### src/rtl/mips_pkg.sv
// rtl/mips_pkg.sv - shared opcode/funct constants, fetch FSM states and jump-target helper
package mips_pkg;

  localparam logic [5:0] OP_RTYPE  = 6'd0;
  localparam logic [5:0] OP_J      = 6'd2;
  localparam logic [5:0] OP_LW     = 6'd35;
  localparam logic [5:0] OP_SW     = 6'd43;
  localparam logic [5:0] FUNCT_ADD = 6'd32;
  localparam logic [5:0] FUNCT_SUB = 6'd34;

  localparam logic [31:0] PC_STEP = 32'd4;

  typedef enum logic [1:0] {
    S_IDLE,
    S_FETCH,
    S_DISCARD
  } fetch_state_t;

  function automatic logic [31:0] jump_target(input logic [31:0] pc, input logic [31:0] instr);
    logic [31:0] npc;
    npc = pc + PC_STEP;
    return {npc[31:28], instr[25:0], 2'b00};
  endfunction

endpackage

### src/rtl/fetch_unit_if.sv
// rtl/fetch_unit_if.sv - instruction memory handshake and decode-side instruction stream
interface fetch_unit_if;

  logic        imem_req;
  logic [31:0] imem_addr;
  logic        imem_ack;
  logic [31:0] imem_rdata;
  logic        instr_valid;
  logic        instr_ready;
  logic [31:0] instr;
  logic [31:0] instr_pc;
  logic [5:0]  op_code;
  logic [5:0]  funct;
  logic        jump;

  modport master (
    output imem_req, imem_addr, instr_valid, instr, instr_pc, op_code, funct,
    input  imem_ack, imem_rdata, instr_ready, jump
  );

  modport slave (
    input  imem_req, imem_addr, instr_valid, instr, instr_pc, op_code, funct,
    output imem_ack, imem_rdata, instr_ready, jump
  );

endinterface

### src/rtl/fetch_buffer.sv
// rtl/fetch_buffer.sv - small synchronous FIFO of {pc, instr} with flush
module fetch_buffer #(
  parameter int DEPTH = 2
) (
  input  logic                     clk,
  input  logic                     rst,
  input  logic                     push,
  input  logic [31:0]              push_instr,
  input  logic [31:0]              push_pc,
  input  logic                     pop,
  input  logic                     flush,
  output logic [31:0]              head_instr,
  output logic [31:0]              head_pc,
  output logic [$clog2(DEPTH):0]   count
);

  localparam int AW = $clog2(DEPTH);
  localparam logic [AW-1:0] PTR_ONE = 1;
  localparam logic [AW:0]   CNT_ONE = 1;

  logic [31:0]   instr_mem [DEPTH];
  logic [31:0]   pc_mem    [DEPTH];
  logic [AW-1:0] wr_ptr;
  logic [AW-1:0] rd_ptr;

  // DEPTH is a power of two, so the pointers wrap naturally.
  always_ff @(posedge clk or posedge rst) begin
    if (rst) begin
      wr_ptr    <= '0;
      rd_ptr    <= '0;
      count     <= '0;
      instr_mem <= '{default: '0};
      pc_mem    <= '{default: '0};
    end else if (flush) begin
      wr_ptr <= '0;
      rd_ptr <= '0;
      count  <= '0;
    end else begin
      if (push) begin
        instr_mem[wr_ptr] <= push_instr;
        pc_mem[wr_ptr]    <= push_pc;
        wr_ptr            <= wr_ptr + PTR_ONE;
      end
      if (pop) begin
        rd_ptr <= rd_ptr + PTR_ONE;
      end
      if (push && !pop) begin
        count <= count + CNT_ONE;
      end else if (pop && !push) begin
        count <= count - CNT_ONE;
      end
    end
  end

  assign head_instr = instr_mem[rd_ptr];
  assign head_pc    = pc_mem[rd_ptr];

endmodule

### src/rtl/fetch_unit.sv
// rtl/fetch_unit.sv - PC owner, imem request FSM and jump redirect in front of decode
module fetch_unit
  import mips_pkg::*;
#(
  parameter logic [31:0] RESET_PC  = 32'h0000_0000,
  parameter int          BUF_DEPTH = 2
) (
  input  logic         clk,
  input  logic         rst,
  fetch_unit_if.master bus
);

  localparam int CW = $clog2(BUF_DEPTH) + 1;

  fetch_state_t  state, state_nxt;
  logic [31:0]   fetch_pc;
  logic [31:0]   hold_addr;
  logic [CW-1:0] count;
  logic [31:0]   head_instr;
  logic [31:0]   head_pc;
  logic [31:0]   target;
  logic          valid;
  logic          pop;
  logic          take_jump;
  logic          push;
  logic          req;
  logic [31:0]   addr;

  assign valid     = (count != '0);
  assign pop       = valid && bus.instr_ready;
  assign take_jump = pop && bus.jump;
  assign target    = jump_target(head_pc, head_instr);

  always_ff @(posedge clk or posedge rst) begin
    if (rst) begin
      state <= S_IDLE;
    end else begin
      state <= state_nxt;
    end
  end

  always_comb begin
    state_nxt = state;
    req       = 1'b0;
    addr      = fetch_pc;
    push      = 1'b0;
    case (state)
      S_IDLE: state_nxt = S_FETCH;
      S_FETCH: begin
        req  = (count < CW'(BUF_DEPTH));
        // A jump kills the word returning this cycle; an unanswered request must be drained.
        push = req && bus.imem_ack && !take_jump;
        if (take_jump && req && !bus.imem_ack) begin
          state_nxt = S_DISCARD;
        end
      end
      S_DISCARD: begin
        req  = 1'b1;
        addr = hold_addr;
        if (bus.imem_ack) begin
          state_nxt = S_FETCH;
        end
      end
      default: state_nxt = S_IDLE;
    endcase
  end

  always_ff @(posedge clk or posedge rst) begin
    if (rst) begin
      fetch_pc  <= RESET_PC;
      hold_addr <= RESET_PC;
    end else begin
      if (take_jump) begin
        fetch_pc <= target;
      end else if (push) begin
        fetch_pc <= fetch_pc + PC_STEP;
      end
      if (state == S_FETCH && state_nxt == S_DISCARD) begin
        hold_addr <= fetch_pc;
      end
    end
  end

  fetch_buffer #(
    .DEPTH(BUF_DEPTH)
  ) u_buffer (
    .clk        (clk),
    .rst        (rst),
    .push       (push),
    .push_instr (bus.imem_rdata),
    .push_pc    (fetch_pc),
    .pop        (pop),
    .flush      (take_jump),
    .head_instr (head_instr),
    .head_pc    (head_pc),
    .count      (count)
  );

  assign bus.imem_req    = req;
  assign bus.imem_addr   = addr;
  assign bus.instr_valid = valid;
  assign bus.instr       = head_instr;
  assign bus.instr_pc    = head_pc;
  assign bus.op_code     = head_instr[31:26];
  assign bus.funct       = head_instr[5:0];

endmodule

### src/flat_wrapper.sv
// flat-port wrapper written by rule: the top's interface ports become plain ports
module fetch_unit_flat import mips_pkg::*;
#(
  parameter logic [31:0] RESET_PC  = 32'h0000_0000,
  parameter int          BUF_DEPTH = 2
)
  (clk, rst, bus_imem_req, bus_imem_addr, bus_instr_valid, bus_instr, bus_instr_pc, bus_op_code, bus_funct, bus_imem_ack, bus_imem_rdata, bus_instr_ready, bus_jump);
  fetch_unit_if bus_i ();
  input  logic clk;
  input  logic rst;
  output wire logic [$bits(bus_i.imem_req)-1:0] bus_imem_req;
  output wire logic [$bits(bus_i.imem_addr)-1:0] bus_imem_addr;
  output wire logic [$bits(bus_i.instr_valid)-1:0] bus_instr_valid;
  output wire logic [$bits(bus_i.instr)-1:0] bus_instr;
  output wire logic [$bits(bus_i.instr_pc)-1:0] bus_instr_pc;
  output wire logic [$bits(bus_i.op_code)-1:0] bus_op_code;
  output wire logic [$bits(bus_i.funct)-1:0] bus_funct;
  input wire logic [$bits(bus_i.imem_ack)-1:0] bus_imem_ack;
  input wire logic [$bits(bus_i.imem_rdata)-1:0] bus_imem_rdata;
  input wire logic [$bits(bus_i.instr_ready)-1:0] bus_instr_ready;
  input wire logic [$bits(bus_i.jump)-1:0] bus_jump;
  assign bus_imem_req = bus_i.imem_req;
  assign bus_imem_addr = bus_i.imem_addr;
  assign bus_instr_valid = bus_i.instr_valid;
  assign bus_instr = bus_i.instr;
  assign bus_instr_pc = bus_i.instr_pc;
  assign bus_op_code = bus_i.op_code;
  assign bus_funct = bus_i.funct;
  assign bus_i.imem_ack = bus_imem_ack;
  assign bus_i.imem_rdata = bus_imem_rdata;
  assign bus_i.instr_ready = bus_instr_ready;
  assign bus_i.jump = bus_jump;
  fetch_unit #(.RESET_PC(RESET_PC), .BUF_DEPTH(BUF_DEPTH)) u_core (.clk(clk), .rst(rst), .bus(bus_i));
endmodule
### config.mk
export PLATFORM = sky130hd
export DESIGN_NAME = fetch_unit_flat
export DESIGN_NICKNAME = d
export VERILOG_FILES = /design/src/rtl/mips_pkg.sv /design/src/rtl/fetch_unit_if.sv /design/src/rtl/fetch_buffer.sv /design/src/rtl/fetch_unit.sv /design/src/flat_wrapper.sv
export SDC_FILE = /design/constraint.sdc
export NUM_CORES = 1
export LEC_CHECK = 0
export ABC_AREA = 0
export BUFFER_PORTS_ARGS = -buffer_cell sky130_fd_sc_hd__buf_4
export CAP_MARGIN = 0
export CORE_ASPECT_RATIO = 1.5
export CORE_MARGIN = 4
export CORE_UTILIZATION = 35
export DETAILED_ROUTE_END_ITERATION = 8
export GPL_TIMING_DRIVEN = 1
export MAX_ROUTING_LAYER = met4
export PLACE_DENSITY = 0.56
export REMOVE_ABC_BUFFERS = 1
export SLEW_MARGIN = 20
export SYNTH_ARGS = -nofsm -noshare
export SYNTH_HDL_FRONTEND = slang
export SYNTH_SLANG_ARGS = --single-unit
### constraint.sdc
create_clock -name clk -period 5.6 [get_ports clk]
set_input_delay 0 -clock clk [delete_from_list [all_inputs] [get_ports clk]]
set_output_delay 0 -clock clk [all_outputs]
set_load 0.02 [all_outputs]
Yosys cells after proc, flatten, opt, wreduce, memory -nomap -nowiden --
Index checks and enable logic that the tools add are counted.
Cells by class: add/sub/neg operators 6, order comparisons 4, equal/unequal tests 3, multiplexer cells 25, bitwise gates (word level) 3, reductions and logical operators 20
Operators with widths (number):
- 2-to-1 mux 32 bit | 10
- bitwise mux 64 bit | 2
- adder 32 x 3 -> 32 bit, second input constant | 2
- demux 32 bit (select 1 bit) | 1
- logical AND 1 bit | 10
- 2-to-1 mux 2 bit | 5
- one-hot mux 2 bit (3 select lines) | 1
- nonzero test 2 bit | 3
- 2-to-1 mux 1 bit | 5
- equality test 2 bit, second input constant | 2
- >= comparator 2 bit, second input constant | 2
- zero test 1 bit | 4
- inverter 1 -> 2 bit | 2
- nonzero test 3 bit | 1
- adder 1 bit, second input constant | 2
- adder 2 x 1 -> 2 bit, second input constant | 1
- equality test 2 x 1 -> 1 bit, second input constant | 1
- zero test 2 bit | 1
- < comparator 2 x 1 -> 1 bit, second input constant | 1
- < comparator 2 bit, second input constant | 1
- one-hot mux 1 bit (2 select lines) | 1
- AND reduction 2 bit | 1
- subtractor 2 x 1 -> 2 bit, second input constant | 1
- inverter 1 bit | 1
Word-level totals: flip-flop bits (word level) 198, input port bits 37, word-level logic and storage cells 71

Longest topological paths before layout --
depth in word-level cells 11, depth in mapped cells 9, mapped depth without buffers 8

Cells and area by module --
From an unflattened synthesis, not the netlist that was laid out.
Second synthesis, totals: cell total of the unflattened synthesis 708, area, all modules 9608.0 sq um
Modules (own cells, without submodules):
- fetch_buffer | times used 1, cells an instance 360, area an instance 6038.3 sq um, sequential area each 3303.2 sq um
- fetch_unit | times used 1, cells an instance 348, area an instance 3569.7 sq um, sequential area each 1551.5 sq um

Worst setup path before layout --
Ideal clock, no wire load.
path type register to register, start register u_core.u_buffer.count[0], end register u_core.u_buffer.instr_mem[63] (netlist name), arrival 1970 ps, data required time 5475 ps, setup slack 3506 ps, stages on the path, launching flop included 7, path buffers 2, clock period less this slack 2094 ps, cell sequence dfrtp_1 -> or2_1 -> and3_1 -> buf_6 -> nor3_4 -> buf_6 -> mux2_2
On the way: cells in the longest elaborated chain, start to end 7
RTL lines:
- start: declaration | RTL line fetch_buffer.sv:14 | output logic [$clog2(DEPTH):0] count
- start signal: assignment | RTL line fetch_buffer.sv:48 | count <= count + CNT_ONE;
- start signal: assignment | RTL line fetch_buffer.sv:50 | count <= count - CNT_ONE;
- nonzero test 2 bit (*) | RTL line fetch_unit.sv:29 | assign valid = (count != '0);
- named net bus_instr_valid | RTL line flat_wrapper.sv:13 | output wire logic [$bits(bus_i.instr_valid)-1:0] bus_instr_valid;
- logical AND 1 bit (*) | RTL line fetch_unit.sv:30 | assign pop = valid && bus.instr_ready;
- logical AND 1 bit (*) | RTL line fetch_unit.sv:31 | assign take_jump = pop && bus.jump;
- zero test 1 bit | RTL line fetch_unit.sv:52 | push = req && bus.imem_ack && !take_jump;
- logical AND 1 bit | RTL line fetch_unit.sv:52
- 2-to-1 mux 1 bit | RTL line fetch_unit.sv:47 | case (state)
- AND reduction 2 bit (no line) (*)
- end signal: indexed assignment | RTL line fetch_buffer.sv:40 | instr_mem[wr_ptr] <= push_instr;
- end: declaration | RTL line fetch_buffer.sv:21 | logic [31:0] instr_mem [DEPTH];
Mark *: on every way through the listed nets, which the timed path passes. The rest lies on a longest branch. A chain may end at the register's enable or synchronous reset.

Final worst setup path --
start register u_core.state[0], end register u_core.hold_addr[4]
On the way: cells in the longest elaborated chain, start to end 4
RTL lines:
- start: declaration | RTL line fetch_unit.sv:15 | fetch_state_t state, state_nxt;
- start signal: assignment | RTL line fetch_unit.sv:38 | state <= state_nxt;
- equality test 2 bit, or another cell as far along | RTL line fetch_unit.sv:47
- one-hot mux 2 bit (3 select lines) | RTL line fetch_unit.sv:47
- equality test 2 bit | RTL line fetch_unit.sv:78 | if (state == S_FETCH && state_nxt == S_DISCARD) begin
- logical AND 1 bit (*) | RTL line fetch_unit.sv:78
- end signal: assignment | RTL line fetch_unit.sv:79 | hold_addr <= fetch_pc;
- end: declaration | RTL line fetch_unit.sv:17 | logic [31:0] hold_addr;
Every way passes the cells marked *; elsewhere a longest branch is shown, timed or not.

==> flow_summary.yaml <==
run_status:
  outcome: "completed"
logic_synthesis:
  synth_area_leaders: "dfrtp_1, mux2_2, xor2_1"
  async_flop_share_pct: 100
  synth_top_family_by_area: "multiplexers"
  synth_seq_area_share_pct: 51.0
  netlist_area_um2: 9320
  syn_avg_cell_area_um2: 12.8
  ys_ff_latch: 190
  synthXorXnorAreaFrac_pct: 2.91
  synth_edf_count: 0
  synth_warnings: 0
  synth_flop_cell: "dfrtp_1"
  synth_top_area_share_pct: 51.0
  synth_compound_area_share_pct: 3.44
  synth_cell_types: 49
  muxShareOfSynthArea_pct: 29.8
  syn_inst: 726
  synth-simple-area-share_pct: 7.32
  synth_area_leader_cell: "dfrtp_1"
  synth_fa_ha_area_share_pct: 0.806
finish:
  num-fill-cells: 2437
  final_common_cell: "mux2_2"
  final_core_util_pct: 44.3
  mostFrequentLayoutCells: "mux2_2, dfrtp_1, buf_4, nand2_1, dlygate4sd3_1"
  seq_area_um2: 4760
  drive_gt1_share_pct: 48.2
  multi_input_area_um2: 4160
  num_antenna_cells: 0
  syn_to_final_growth_pct: 23.7
  nets: 916
sta:
  finalSetupViolCount: 0
  clock.fmax_mhz: 358
  rsz0062_at_grt: "no"
  fin_ws_ns: 2.81
  fin_hold_ws_ns: 0.316
  slew_violations: 0
  slew_headroom_pct: 34.6
  fin_skew_ns: 0.00766
  worst_slew_pin_slew_ns: 0.981
  hold_viol_final: 0
  setup_tns_ns: 0
  period_share_pct: 49.9
  layout_min_cycle_time_ns: 2.79
critical_path:
  cp_max_fo: 30
  critPathLaunchType: "flip-flop"
  critPathKind: "reg -> reg"
  ff2ff_setup_slack_ns: 2.81
  arrival_ns: 3.10
  critPathCaptureType: "flip-flop"
  cp.required_ns: 5.91
drt:
  drt_pass1_iterations: 4
  wl_per_cell_um: 19.3
  first_iter_violations: 259
  ant_nets: 0
  vias_per_cell: 5.02
  drc: 0
  vias: 6103
  wirelength_um: 23400
global_routing:
  overflow: 0
  track_usage_pct: 16.5
  grt_pass1_wl_um: 37100
  antenna_found_initial: 0
  grt_pass1_vias: 6466
  grt_max_degree: 128
clock_network:
  path_clk_slew_ns: 0.07
  cts_tree: "done"
  cts_buffers: 17
  htreeDepth: 4
  clockBufferDepth: 2
  postCtsSetupBuffers: 0
  clock-sinks: 190
  ctsHoldBuffers: 37
  insertion_delay_ns: 0.43
  root_buffer: "clkbuf_16"
  cts_resized: 0
floorplanning:
  num_rows: 72
  start_util_pct: 35.8
  fp.dieW_um: 141
  io_pins: 147
  dieArea_um2: 29300
  die_h_um: 208
  core-area_um2: 26000
pwr:
  powerDensity_nw_per_um2: 602
  p_leak_uw: 0.00521
  ir_worst_vdd_uv: 316
min_path:
  hp-class: "in -> async"
placed_design:
  pre_cts_ws_ns: 2.82
  gp_congestion: 0.795
  portBuffers: 142
  dp_hpwl_um: 15800
flow_run:
  cap_violations: 0
[worst max-delay path: stages (launching register included)]
cell      delay, ns
dfrtp_1        0.43
inv_1          0.09
ha_1           0.47
buf_4          0.37
a21oi_1        0.18
inv_1          0.09
a211oi_4       0.22
buf_4          0.43
mux2_2         0.39
[power breakdown]
part	switching, µW	internal, µW	total, µW	leakage, µW
Clock	514	802	1320	0.000308
Sequential	538	1960	2500	0.00240
Combinational	1560	1560	3120	0.00250
Total	2610	4330	6940	0.00521
[layout make-up]
| type | count | area share, % |
|---|---|---|
| sequential | 190 | 41.3 |
| tap | 333 | 3.61 |
| inverter | 15 | 0.554 |
| timing repair buffer | 187 | 13.0 |
| clock inverter | 5 | 1.12 |
| clock buffer | 24 | 4.35 |
| multi-input combinational | 462 | 36.1 |
[routing by layer]
metal	up-vias	routed length [µm]	track usage [%]
li1	2849	-	-
met2	107	12200	28.0
met3	22	745	2.97
met5	-	0	-
met4	0	348	4.61
met1	3125	10100	20.2
[synthesized netlist by cell type, types with 8 or more instances]
| cell type | n |
|---|---|
| buf_6 | 8 |
| and3_1 | 8 |
| nor2_1 | 12 |
| and4_1 | 8 |
| o21ai_0 | 25 |
| mux2_2 | 236 |
| nand2_1 | 40 |
| clkbuf_1 | 16 |
| xor2_1 | 19 |
| nand3_1 | 9 |
| buf_2 | 18 |
| dfrtp_1 | 190 |
| nand4_1 | 18 |
| buf_4 | 17 |
| inv_1 | 15 |
| xnor2_1 | 12 |
[cell families after synthesis]
family,Yosys count
fa+ha+maj,6
mux,247
xor+xnor,31
compound gates,53
flops,190
simple gates,121
buf+inv,77
other cells,1
[metrics by stage]
stage | power [µW] | area, µm² | cells
after floorplan | 4380 | 8950 | 667
after global placement | 5650 | 10500 | 1150
after detailed placement | 5680 | 10500 | 1150
after CTS | 7040 | 11500 | 1216
after global routing | 7350 | 11500 | 1216
final | 6940 | 11500 | 1216
[flip-flops by register name, indices dropped and copies added (netlist names)]
name	cells
u_core.u_buffer.rd_ptr	1
u_core.u_buffer.instr_mem	64
u_core.u_buffer.wr_ptr	1
u_core.hold_addr	30
u_core.u_buffer.count	2
u_core.u_buffer.pc_mem	60
u_core.fetch_pc	30
u_core.state	2
[worst paths after layout]
kind                                                                   to                                       from  cells past startpoint
worst max-delay path                      u_core.hold_addr[4]$_DFFE_PP0P_                  u_core.state[0]$_DFF_PP0_                      8
max in group asynchronous              u_core.u_buffer.rd_ptr$_DFFE_PP0P_                                        rst                      4
worst min register to register  u_core.u_buffer.instr_mem[33]$_DFFE_PP0P_  u_core.u_buffer.instr_mem[33]$_DFFE_PP0P_                      1
worst max register to register            u_core.hold_addr[4]$_DFFE_PP0P_                  u_core.state[0]$_DFF_PP0_                      8
min in group clk                u_core.u_buffer.instr_mem[33]$_DFFE_PP0P_                          bus_imem_rdata[1]                      3
worst min-delay path            u_core.u_buffer.instr_mem[30]$_DFFE_PP0P_                                        rst                      3
Power figures use the tool's default switching activity.
